<file path="src/rtl/traffic_light_monitor_pkg.sv">
// Shared lamp encodings, phase indices and error codes for the traffic-light controller,
// its monitor and the benches.
package traffic_light_monitor_pkg;

    // {red, amber, green}
    localparam logic [2:0] LampsRed       = 3'b100;
    localparam logic [2:0] LampsRedAmber  = 3'b110;
    localparam logic [2:0] LampsGreen     = 3'b001;
    localparam logic [2:0] LampsAmber     = 3'b010;

    typedef enum logic [1:0] {
        PhRed      = 2'd0,
        PhRedAmber = 2'd1,
        PhGreen    = 2'd2,
        PhAmber    = 2'd3
    } phase_e;

    typedef enum logic [2:0] {
        ErrNone    = 3'd0,
        ErrIllegal = 3'd1,
        ErrSkip    = 3'd2,
        ErrShort   = 3'd3,
        ErrTimeout = 3'd4
    } err_code_e;

    function automatic phase_e phase_succ(input phase_e ph);
        phase_e nxt;
        unique case (ph)
            PhRed:      nxt = PhRedAmber;
            PhRedAmber: nxt = PhGreen;
            PhGreen:    nxt = PhAmber;
            PhAmber:    nxt = PhRed;
            default:    nxt = PhRed;
        endcase
        return nxt;
    endfunction

endpackage

</file>
<file path="src/rtl/traffic_light_monitor_if.sv">
// Lamp bundle between a traffic-light controller (master) and its observers (slave).
interface traffic_light_monitor_if;

    logic red;
    logic amber;
    logic green;

    modport master (output red, output amber, output green);
    modport slave  (input red, input amber, input green);

endinterface

</file>
<file path="src/rtl/traffic_light_monitor.sv">
// Passive checker of the UK light sequence and per-phase hold times; reports the first
// error since the last clear and counts completed light cycles.
module traffic_light_monitor
    import traffic_light_monitor_pkg::*;
#(
    parameter int unsigned MIN_HOLD = 1,
    parameter int unsigned MAX_HOLD = 1,
    parameter int unsigned HOLD_W   = 8,
    parameter int unsigned CNT_W    = 8
) (
    input  logic                          clk,
    input  logic                          rst_n,
    traffic_light_monitor_if.slave        lamps,
    input  logic                          err_clr_i,
    output logic                          locked_o,
    output logic [1:0]                    phase_o,
    output logic                          err_o,
    output logic [2:0]                    err_code_o,
    output logic [CNT_W-1:0]              cycle_cnt_o
);

    localparam logic [HOLD_W-1:0] HoldMax = HOLD_W'(MAX_HOLD);
    localparam logic [HOLD_W-1:0] HoldMin = HOLD_W'(MIN_HOLD);
    localparam logic [HOLD_W-1:0] HoldOne = HOLD_W'(1);
    localparam logic [CNT_W-1:0]  CntOne  = CNT_W'(1);

    logic              locked_q;
    phase_e            phase_q;
    logic [HOLD_W-1:0] hold_q;
    logic              err_q;
    err_code_e         err_code_q;
    logic [CNT_W-1:0]  cnt_q;

    logic [2:0] pat;
    logic       pat_legal;
    phase_e     pat_phase;
    phase_e     next_phase;
    err_code_e  ev;

    assign pat        = {lamps.red, lamps.amber, lamps.green};
    assign next_phase = phase_succ(phase_q);

    always_comb begin
        pat_legal = 1'b1;
        pat_phase = PhRed;
        case (pat)
            LampsRed:      pat_phase = PhRed;
            LampsRedAmber: pat_phase = PhRedAmber;
            LampsGreen:    pat_phase = PhGreen;
            LampsAmber:    pat_phase = PhAmber;
            default:       pat_legal = 1'b0;
        endcase
    end

    // Classify this sample; only meaningful while locked, ordered by priority.
    always_comb begin
        ev = ErrNone;
        if (locked_q) begin
            if (!pat_legal) begin
                ev = ErrIllegal;
            end else if (pat_phase == phase_q) begin
                if (hold_q == HoldMax) ev = ErrTimeout;
            end else if (pat_phase == next_phase) begin
                if (hold_q < HoldMin) ev = ErrShort;
            end else begin
                ev = ErrSkip;
            end
        end
    end

    always_ff @(posedge clk or negedge rst_n) begin
        if (!rst_n) begin
            locked_q   <= 1'b0;
            phase_q    <= PhRed;
            hold_q     <= '0;
            err_q      <= 1'b0;
            err_code_q <= ErrNone;
            cnt_q      <= '0;
        end else begin
            if (!locked_q) begin
                if (pat_legal) begin
                    locked_q <= 1'b1;
                    phase_q  <= pat_phase;
                    hold_q   <= HoldOne;
                end
            end else if (ev != ErrNone) begin
                locked_q <= 1'b0;
                hold_q   <= '0;
            end else if (pat_phase == phase_q) begin
                hold_q <= hold_q + HoldOne;
            end else begin
                phase_q <= pat_phase;
                hold_q  <= HoldOne;
                if (phase_q == PhAmber) cnt_q <= cnt_q + CntOne;
            end

            // A clear in the same cycle as a new error lets the new code through.
            if (ev != ErrNone) begin
                err_q <= 1'b1;
                if (!err_q || err_clr_i) err_code_q <= ev;
            end else if (err_clr_i) begin
                err_q      <= 1'b0;
                err_code_q <= ErrNone;
            end
        end
    end

    assign locked_o    = locked_q;
    assign phase_o     = phase_q;
    assign err_o       = err_q;
    assign err_code_o  = err_code_q;
    assign cycle_cnt_o = cnt_q;

endmodule
</file>
<file path="src/flat_wrapper.sv">
// flat-port wrapper written by rule: the top's interface ports become plain ports
module traffic_light_monitor_flat import traffic_light_monitor_pkg::*;
#(
    parameter int unsigned MIN_HOLD = 1,
    parameter int unsigned MAX_HOLD = 1,
    parameter int unsigned HOLD_W   = 8,
    parameter int unsigned CNT_W    = 8
)
  (clk, rst_n, err_clr_i, locked_o, phase_o, err_o, err_code_o, cycle_cnt_o, lamps_red, lamps_amber, lamps_green);
  traffic_light_monitor_if lamps_i ();
  input  logic clk;
  input  logic rst_n;
  input  logic err_clr_i;
  output logic locked_o;
  output logic [1:0] phase_o;
  output logic err_o;
  output logic [2:0] err_code_o;
  output logic [CNT_W-1:0] cycle_cnt_o;
  input wire logic [$bits(lamps_i.red)-1:0] lamps_red;
  input wire logic [$bits(lamps_i.amber)-1:0] lamps_amber;
  input wire logic [$bits(lamps_i.green)-1:0] lamps_green;
  assign lamps_i.red = lamps_red;
  assign lamps_i.amber = lamps_amber;
  assign lamps_i.green = lamps_green;
  traffic_light_monitor #(.MIN_HOLD(MIN_HOLD), .MAX_HOLD(MAX_HOLD), .HOLD_W(HOLD_W), .CNT_W(CNT_W)) u_core (.clk(clk), .rst_n(rst_n), .lamps(lamps_i), .err_clr_i(err_clr_i), .locked_o(locked_o), .phase_o(phase_o), .err_o(err_o), .err_code_o(err_code_o), .cycle_cnt_o(cycle_cnt_o));
endmodule
</file>
<file path="config.mk">
export PLATFORM = sky130hd
export DESIGN_NAME = traffic_light_monitor_flat
export DESIGN_NICKNAME = d
export VERILOG_FILES = /design/src/rtl/traffic_light_monitor_pkg.sv /design/src/rtl/traffic_light_monitor_if.sv /design/src/rtl/traffic_light_monitor.sv /design/src/flat_wrapper.sv
export SDC_FILE = /design/constraint.sdc
export NUM_CORES = 1
export LEC_CHECK = 0
export BUFFER_PORTS_ARGS = -buffer_cell sky130_fd_sc_hd__buf_2
export CORE_ASPECT_RATIO = 1.75
export CORE_MARGIN = 5
export CORE_UTILIZATION = 35
export CTS_BUF_LIST = sky130_fd_sc_hd__clkbuf_16
export CTS_CLUSTER_DIAMETER = 40
export DETAILED_ROUTE_END_ITERATION = 7
export GPL_ROUTABILITY_DRIVEN = 0
export SYNTH_ARGS = -nofsm -noshare
export SYNTH_HDL_FRONTEND = slang
export SYNTH_SLANG_ARGS = --single-unit
</file>
<file path="constraint.sdc">
create_clock -name clk -period 3.3 [get_ports clk]
set_clock_uncertainty 0.1 [all_clocks]
set_input_delay 0.33 -clock clk [delete_from_list [all_inputs] [get_ports clk]]
set_output_delay 0.33 -clock clk [all_outputs]
set_load 0.1 [all_outputs]
</file>
### After elaboration in Yosys (flattened, before gate mapping)

Index checks and enable logic that the tools add are counted.

| word-level totals | value |
|---|---|
| flip-flop bits (word level) | 23 |
| word-level logic and storage cells | 59 |

| cells by class | value |
|---|---|
| add/sub/neg operators | 2 |
| $lt $le $gt $ge | 1 |
| equality and inequality tests | 13 |
| muxes and demuxes | 25 |
| bitwise logic cells | 2 |
| reduce and logical (&&, ||, !) cells | 10 |

Operators with widths:

| kind | count |
|---|---|
| $mux W8 | 4 |
| $mux W3 | 7 |
| $add A8 B1 Y8 const B | 2 |
| $mux W2 | 6 |
| $eq A8 B1 Y1 const B | 1 |
| $lt A8 B1 Y1 const B | 1 |
| $pmux W2 S4 | 1 |
| $eq A3 B3 Y1 const B | 2 |
| $mux W1 | 6 |
| $ne A2 B2 Y1 const B | 3 |
| $pmux W2 S3 | 1 |
| $eq A2 B2 Y1 | 2 |
| $eq A2 B2 Y1 const B | 2 |
| $reduce_and A4 Y1 | 1 |
| $reduce_bool A2 Y1 | 2 |
| $reduce_or A4 Y1 | 1 |
| $eq A3 B1 Y1 const B | 1 |
| $eq A3 B2 Y1 const B | 1 |
| $reduce_and A3 Y1 | 1 |
| $reduce_bool A3 Y1 | 1 |
| $eq A2 B1 Y1 const B | 1 |
| $logic_not A2 Y1 | 1 |
| $not A1 Y1 | 2 |
| $reduce_and A2 Y1 | 1 |
| other kinds (2) | 2 |

### Logic depth before layout (Yosys ltp)

| depth | value |
|---|---|
| word-level depth | 10 |
| mapped depth | 10 |

### Worst setup path before layout

Ideal clock, no wire load.

| timing | value |
|---|---|
| path kind | flip-flop to flip-flop |
| from | register u_core.phase_q[1], in the netlist u_core.phase_o[1] |
| to | register u_core.cnt_q[1], in the netlist u_core.cycle_cnt_o[1] |
| arrival | 3.022 ns |
| required time | 3.072 ns |
| slack | 0.050 ns |
| stages on the path, launching flop included | 9 |
| buffers on the path | 1 |
| clock period less this slack | 3.250 ns |
| path through | dfrtp_1 > inv_1 > ha_1 > nor2_1 > mux2_2 > a221o_1 > and3_1 > buf_2 > mux2_1 |

| on the way | value |
|---|---|
| cells in the longest elaborated chain, start to end | 10 |

RTL lines:

| what | line | source |
|---|---|---|
| start, declared | traffic_light_monitor.sv:28 | `phase_e phase_q;` |
| start signal, assigned | traffic_light_monitor.sv:74 | `phase_q <= PhRed;` |
| start signal, assigned | traffic_light_monitor.sv:83 | `phase_q <= pat_phase;` |
| start signal, assigned | traffic_light_monitor.sv:92 | `phase_q <= pat_phase;` |
| $eq A2 B2 Y1 (tied with other cells) | traffic_light_monitor_pkg.sv:28, traffic_light_monitor.sv:94 |  |
| $pmux W2 S4 | traffic_light_monitor_pkg.sv:28 | `unique case (ph)` |
| $eq A2 B2 Y1 | traffic_light_monitor.sv:63 | `end else if (pat_phase == next_phase) begin` |
| $mux W2 | traffic_light_monitor.sv:63 |  |
| $mux W3 | traffic_light_monitor.sv:61 | `end else if (pat_phase == phase_q) begin` |
| $mux W3 | traffic_light_monitor.sv:59 | `if (!pat_legal) begin` |
| $mux W3 | traffic_light_monitor.sv:58 | `if (locked_q) begin` |
| $reduce_bool A3 Y1 | traffic_light_monitor.sv:86 | `end else if (ev != ErrNone) begin` |
| $not A1 Y1 (no line) | - |  |
| $reduce_and A4 Y1 (no line) * | - |  |
| end signal, assigned | traffic_light_monitor.sv:94 | `if (phase_q == PhAmber) cnt_q <= cnt_q + CntOne;` |
| end, declared | traffic_light_monitor.sv:32 | `logic [CNT_W-1:0] cnt_q;` |

Every way passes the cells marked *; elsewhere a longest branch is shown, timed or not.
A chain may end at the register's enable or synchronous reset.

### Worst setup path after layout

| timing | value |
|---|---|
| from | register u_core.phase_q[1], in the netlist u_core.phase_o[1] |
| to | register u_core.err_code_q[1], in the netlist u_core.err_code_o[1] |

| on the way | value |
|---|---|
| cells in the longest elaborated chain, start to end | 10 |

RTL lines:

| what | line | source |
|---|---|---|
| $eq A2 B2 Y1 (tied with other cells) | traffic_light_monitor_pkg.sv:28 |  |
| $pmux W2 S4 | traffic_light_monitor_pkg.sv:28 |  |
| $eq A2 B2 Y1 | traffic_light_monitor.sv:63 |  |
| $mux W2 | traffic_light_monitor.sv:63 |  |
| $mux W3 * | traffic_light_monitor.sv:61 |  |
| $mux W3 * | traffic_light_monitor.sv:59 |  |
| $mux W3 * | traffic_light_monitor.sv:58 |  |
| $reduce_bool A3 Y1 | traffic_light_monitor.sv:98 | `if (ev != ErrNone) begin` |
| $ne A2 B2 Y1 (no line) or $reduce_bool A2 Y1 (tied branches) | - |  |
| $reduce_and A2 Y1 (no line) | - |  |
| end signal, assigned | traffic_light_monitor.sv:77 | `err_code_q <= ErrNone;` |
| end signal, assigned | traffic_light_monitor.sv:100 | `if (!err_q \|\| err_clr_i) err_code_q <= ev;` |
| end signal, assigned | traffic_light_monitor.sv:103 | `err_code_q <= ErrNone;` |
| end, declared | traffic_light_monitor.sv:31 | `err_code_e err_code_q;` |

Every way passes the cells marked *; elsewhere a longest branch is shown, timed or not. The select of a mux whose other input is x is not followed.

==> summary.txt <==
Power and ir drop
  • PD cells: 888.2 mW/mm²
  • Peak supply drop: 0.5139 mV
  • P_leak: 0.8272 nW

Layout
  • Diode count: 0
  • Most common cell after layout, fill and taps aside: dfrtp_1
  • Share of cells above drive strength 1: 18.78%
  • Filler cells: 454
  • # nets final: 195
  • Most frequent cells in the layout: dfrtp_1, buf_2, nor2_1
  • Area delta synth->final: 14.18%

GRT
  • Number of global-route vias before repair: 1274
  • First-pass GRT wire length: 5899 µm
  • Largest net degree at the start of global routing: 24
  • GRT overflow: 0
  • Initial antenna violation count: 0
  • GRT Overall Usage: 13.11%

Placed design
  • Pre-CTS setup slack: 660.0 ps
  • Port-buffer cells: 20
  • Detailed Place HPWL: 2806 µm

Worst setup path
  • CP cell instances: inv_1 -> ha_1 -> nor2_1 -> mux2_2 -> a221o_1 -> nand3_1 -> nor3b_1 -> o21ai_1
  • Crit end category: flip-flop
  • Critical Path Fanout Max: 8
  • Worst EP required: 3340 ps
  • Setup crit start kind: flip-flop
  • Worst path slowest cell: dfrtp_1
  • Crit path DAT: 2690 ps
  • CP Class: flip-flop to flip-flop
  • CP max stage delay: 470 ps

Routing
  • Antenna-violating nets left: 0
  • Drt initial violations: 64
  • Initial DRT Pass Iterations: 4
  • Vias: 1272
  • Drc violations: 0
  • Routed vias/inst: 5.483
  • Final WL: 3599 µm
  • Average wire per cell in the routed design: 15.51 µm

Clock network
  • Clock transition at path regs: 60 ps
  • Post-CTS Hold Buffers: 1
  • Setup Buffers After CTS: 0
  • Root buffer cell: clkbuf_16
  • Post-CTS Resized: 0
  • Skew-Pair Late Insertion Delay: 260 ps
  • Max Root-Sink Buffers: 2
  • CTS Buf Count: 3
  • Num Clock Sinks: 23
  • CTS tree: done
  • CTS H-tree depth: 1

Yosys
  • Syn_nets: 174
  • Area of the mapped netlist: 0.001561 mm²
  • #FFs+latches synth: 23
  • Cells after Synth: 161
  • Largest family of logic cells by synthesized area: simple AND/OR/NAND/NOR gates
  • Post-Synth Adder-Cell Area: 5.609%
  • Simple-Gate Fraction of Synth Area: 22.28%
  • Cell variety after synth: 49
  • Ys async rst share: 100.0%
  • Most used DFF post-synth: dfrtp_1
  • Portion of netlist area occupied by mux cells: 2.804%
  • Number of flops mapped to enable cells by yosys: 0
  • Synth Area in XOR/XNOR: 6.651%
  • Avg Cell Area, Syn: 9.699 µm²
  • Post-synthesis compound-gate area fraction: 20.91%
  • Sequential element share of the synthesized area: 36.86%
  • Synthesis Warnings: 0

Floorplanning
  • Core area: 0.004364 mm²
  • Row count: 32
  • Chip Height: 98.36 µm
  • Initial core utilization: 35.78%
  • Die area: 0.005950 mm²
  • Die span in x: 60.49 µm
  • # IOs: 21

Timing
  • Worst hold slack: 225.8 ps
  • RSZ-0062 raised after global routing: false
  • Slew @ Worst Pin: 534.6 ps
  • Fin worst setup slack: 646.6 ps
  • Setup tns final: 0 ps
  • Slew margin rel.: 64.03%
  • Final Max Tran Viols: 0
  • Min Tclk post-route: 2653 ps
  • Fmax: 0.3769 GHz
  • Hold Vio Cnt, Final: 0
  • Final-report setup violation count: 0
  • Crit share post-route: 80.41%

Run status
  • Outcome: complete, no violations

Min path
  • Hold crit path type: input port to flip-flop

Job
  • Number of max-cap violations: 0
per-stage QoR:
stage | instances | instance area, µm² | power (mW) | util (%)
CTS | 232 | 1783 | 1.594 | 40.85
finish | 232 | 1783 | 1.584 | 40.85
global placement | 227 | 1694 | 1.323 | 38.82
global route | 232 | 1783 | 1.677 | 40.85
detailed placement | 227 | 1694 | 1.328 | 38.82
floorplan | 161 | 1562 | 1.156 | -
cell families after synthesis:
family	after synthesis
xor gates and xnor gates	11
adders and majority gates	7
buffers and inverters	16
and+or+nand+nor	60
AOI/OAI and AO/OA	40
DFF	23
muxes	4
power by group:
group	switching (mW)	leakage, nW	internal [mW]
Combinational	0.666	0.477	0.238
Sequential	0.0783	0.308	0.338
Clock	0.101	0.0423	0.162
registers in the layout, indices dropped and copies added, names as in the netlist:
signal and count:
u_core.phase_o 2, u_core.err_o 1, u_core.err_code_o 3, u_core.hold_q 8, u_core.locked_o 1, u_core.cycle_cnt_o 8
path summary, 6_finish.rpt:
path	from	to	slack (ps)	depth (start not counted)
min in group asynchronous	rst_n	u_core.hold_q[3]$_DFFE_PN0P_	480	2
max in group asynchronous	rst_n	u_core.cycle_cnt_o[0]$_DFFE_PN0P_	2280	2
min	err_clr_i	u_core.err_code_o[0]$_DFFE_PN0P_	230	2
max	u_core.phase_o[1]$_DFFE_PN0P_	u_core.err_code_o[1]$_DFFE_PN0P_	650	8
min reg2reg	u_core.cycle_cnt_o[6]$_DFFE_PN0P_	u_core.cycle_cnt_o[6]$_DFFE_PN0P_	390	1
max reg2reg	u_core.phase_o[1]$_DFFE_PN0P_	u_core.err_code_o[1]$_DFFE_PN0P_	650	8
final cells by class:
type / count / area (µm²) / share of cell area, %
clock buffer: 3 / 75.07 / 4.211
sequential: 23 / 575.6 / 32.28
tap: 51 / 63.81 / 3.579
clock inverter: 1 / 3.754 / 0.2105
multi-input combinational: 122 / 909.6 / 51.02
timing repair buffer: 22 / 117.6 / 6.597
inverter: 10 / 37.54 / 2.105
synth_stat cells (all sizes together), types with 4 or more instances:
library cell | instances | share of area (%)
xnor2 | 8 | 4.5
nand2 | 5 | 1.2
ha | 7 | 5.6
o31ai | 4 | 1.9
nand3 | 11 | 3.5
dfrtp | 23 | 37
buf | 6 | 2.5
o21ai | 14 | 4.5
o211ai | 4 | 2.2
and3 | 6 | 2.4
nor2 | 14 | 3.4
inv | 10 | 2.4
layer usage:
metal	GRT usage (%)	share of wire (%)	vias up
li1	-	-	627
met1	14.54	40	608
met2	22.83	52	29
met3	1.455	4.3	8
met4	7.679	3.2	0
met5	0	0	-
critical path, delay by kind of cell, from the launching register on:
family / cells / cell delay [ps]
fa+ha+maj: 1 / 200
flops: 1 / 470
buf+inv: 1 / 150
mux: 1 / 400
compound gates: 2 / 420
simple gates: 3 / 770
No activity file was read; power rests on OpenSTA's default activity.
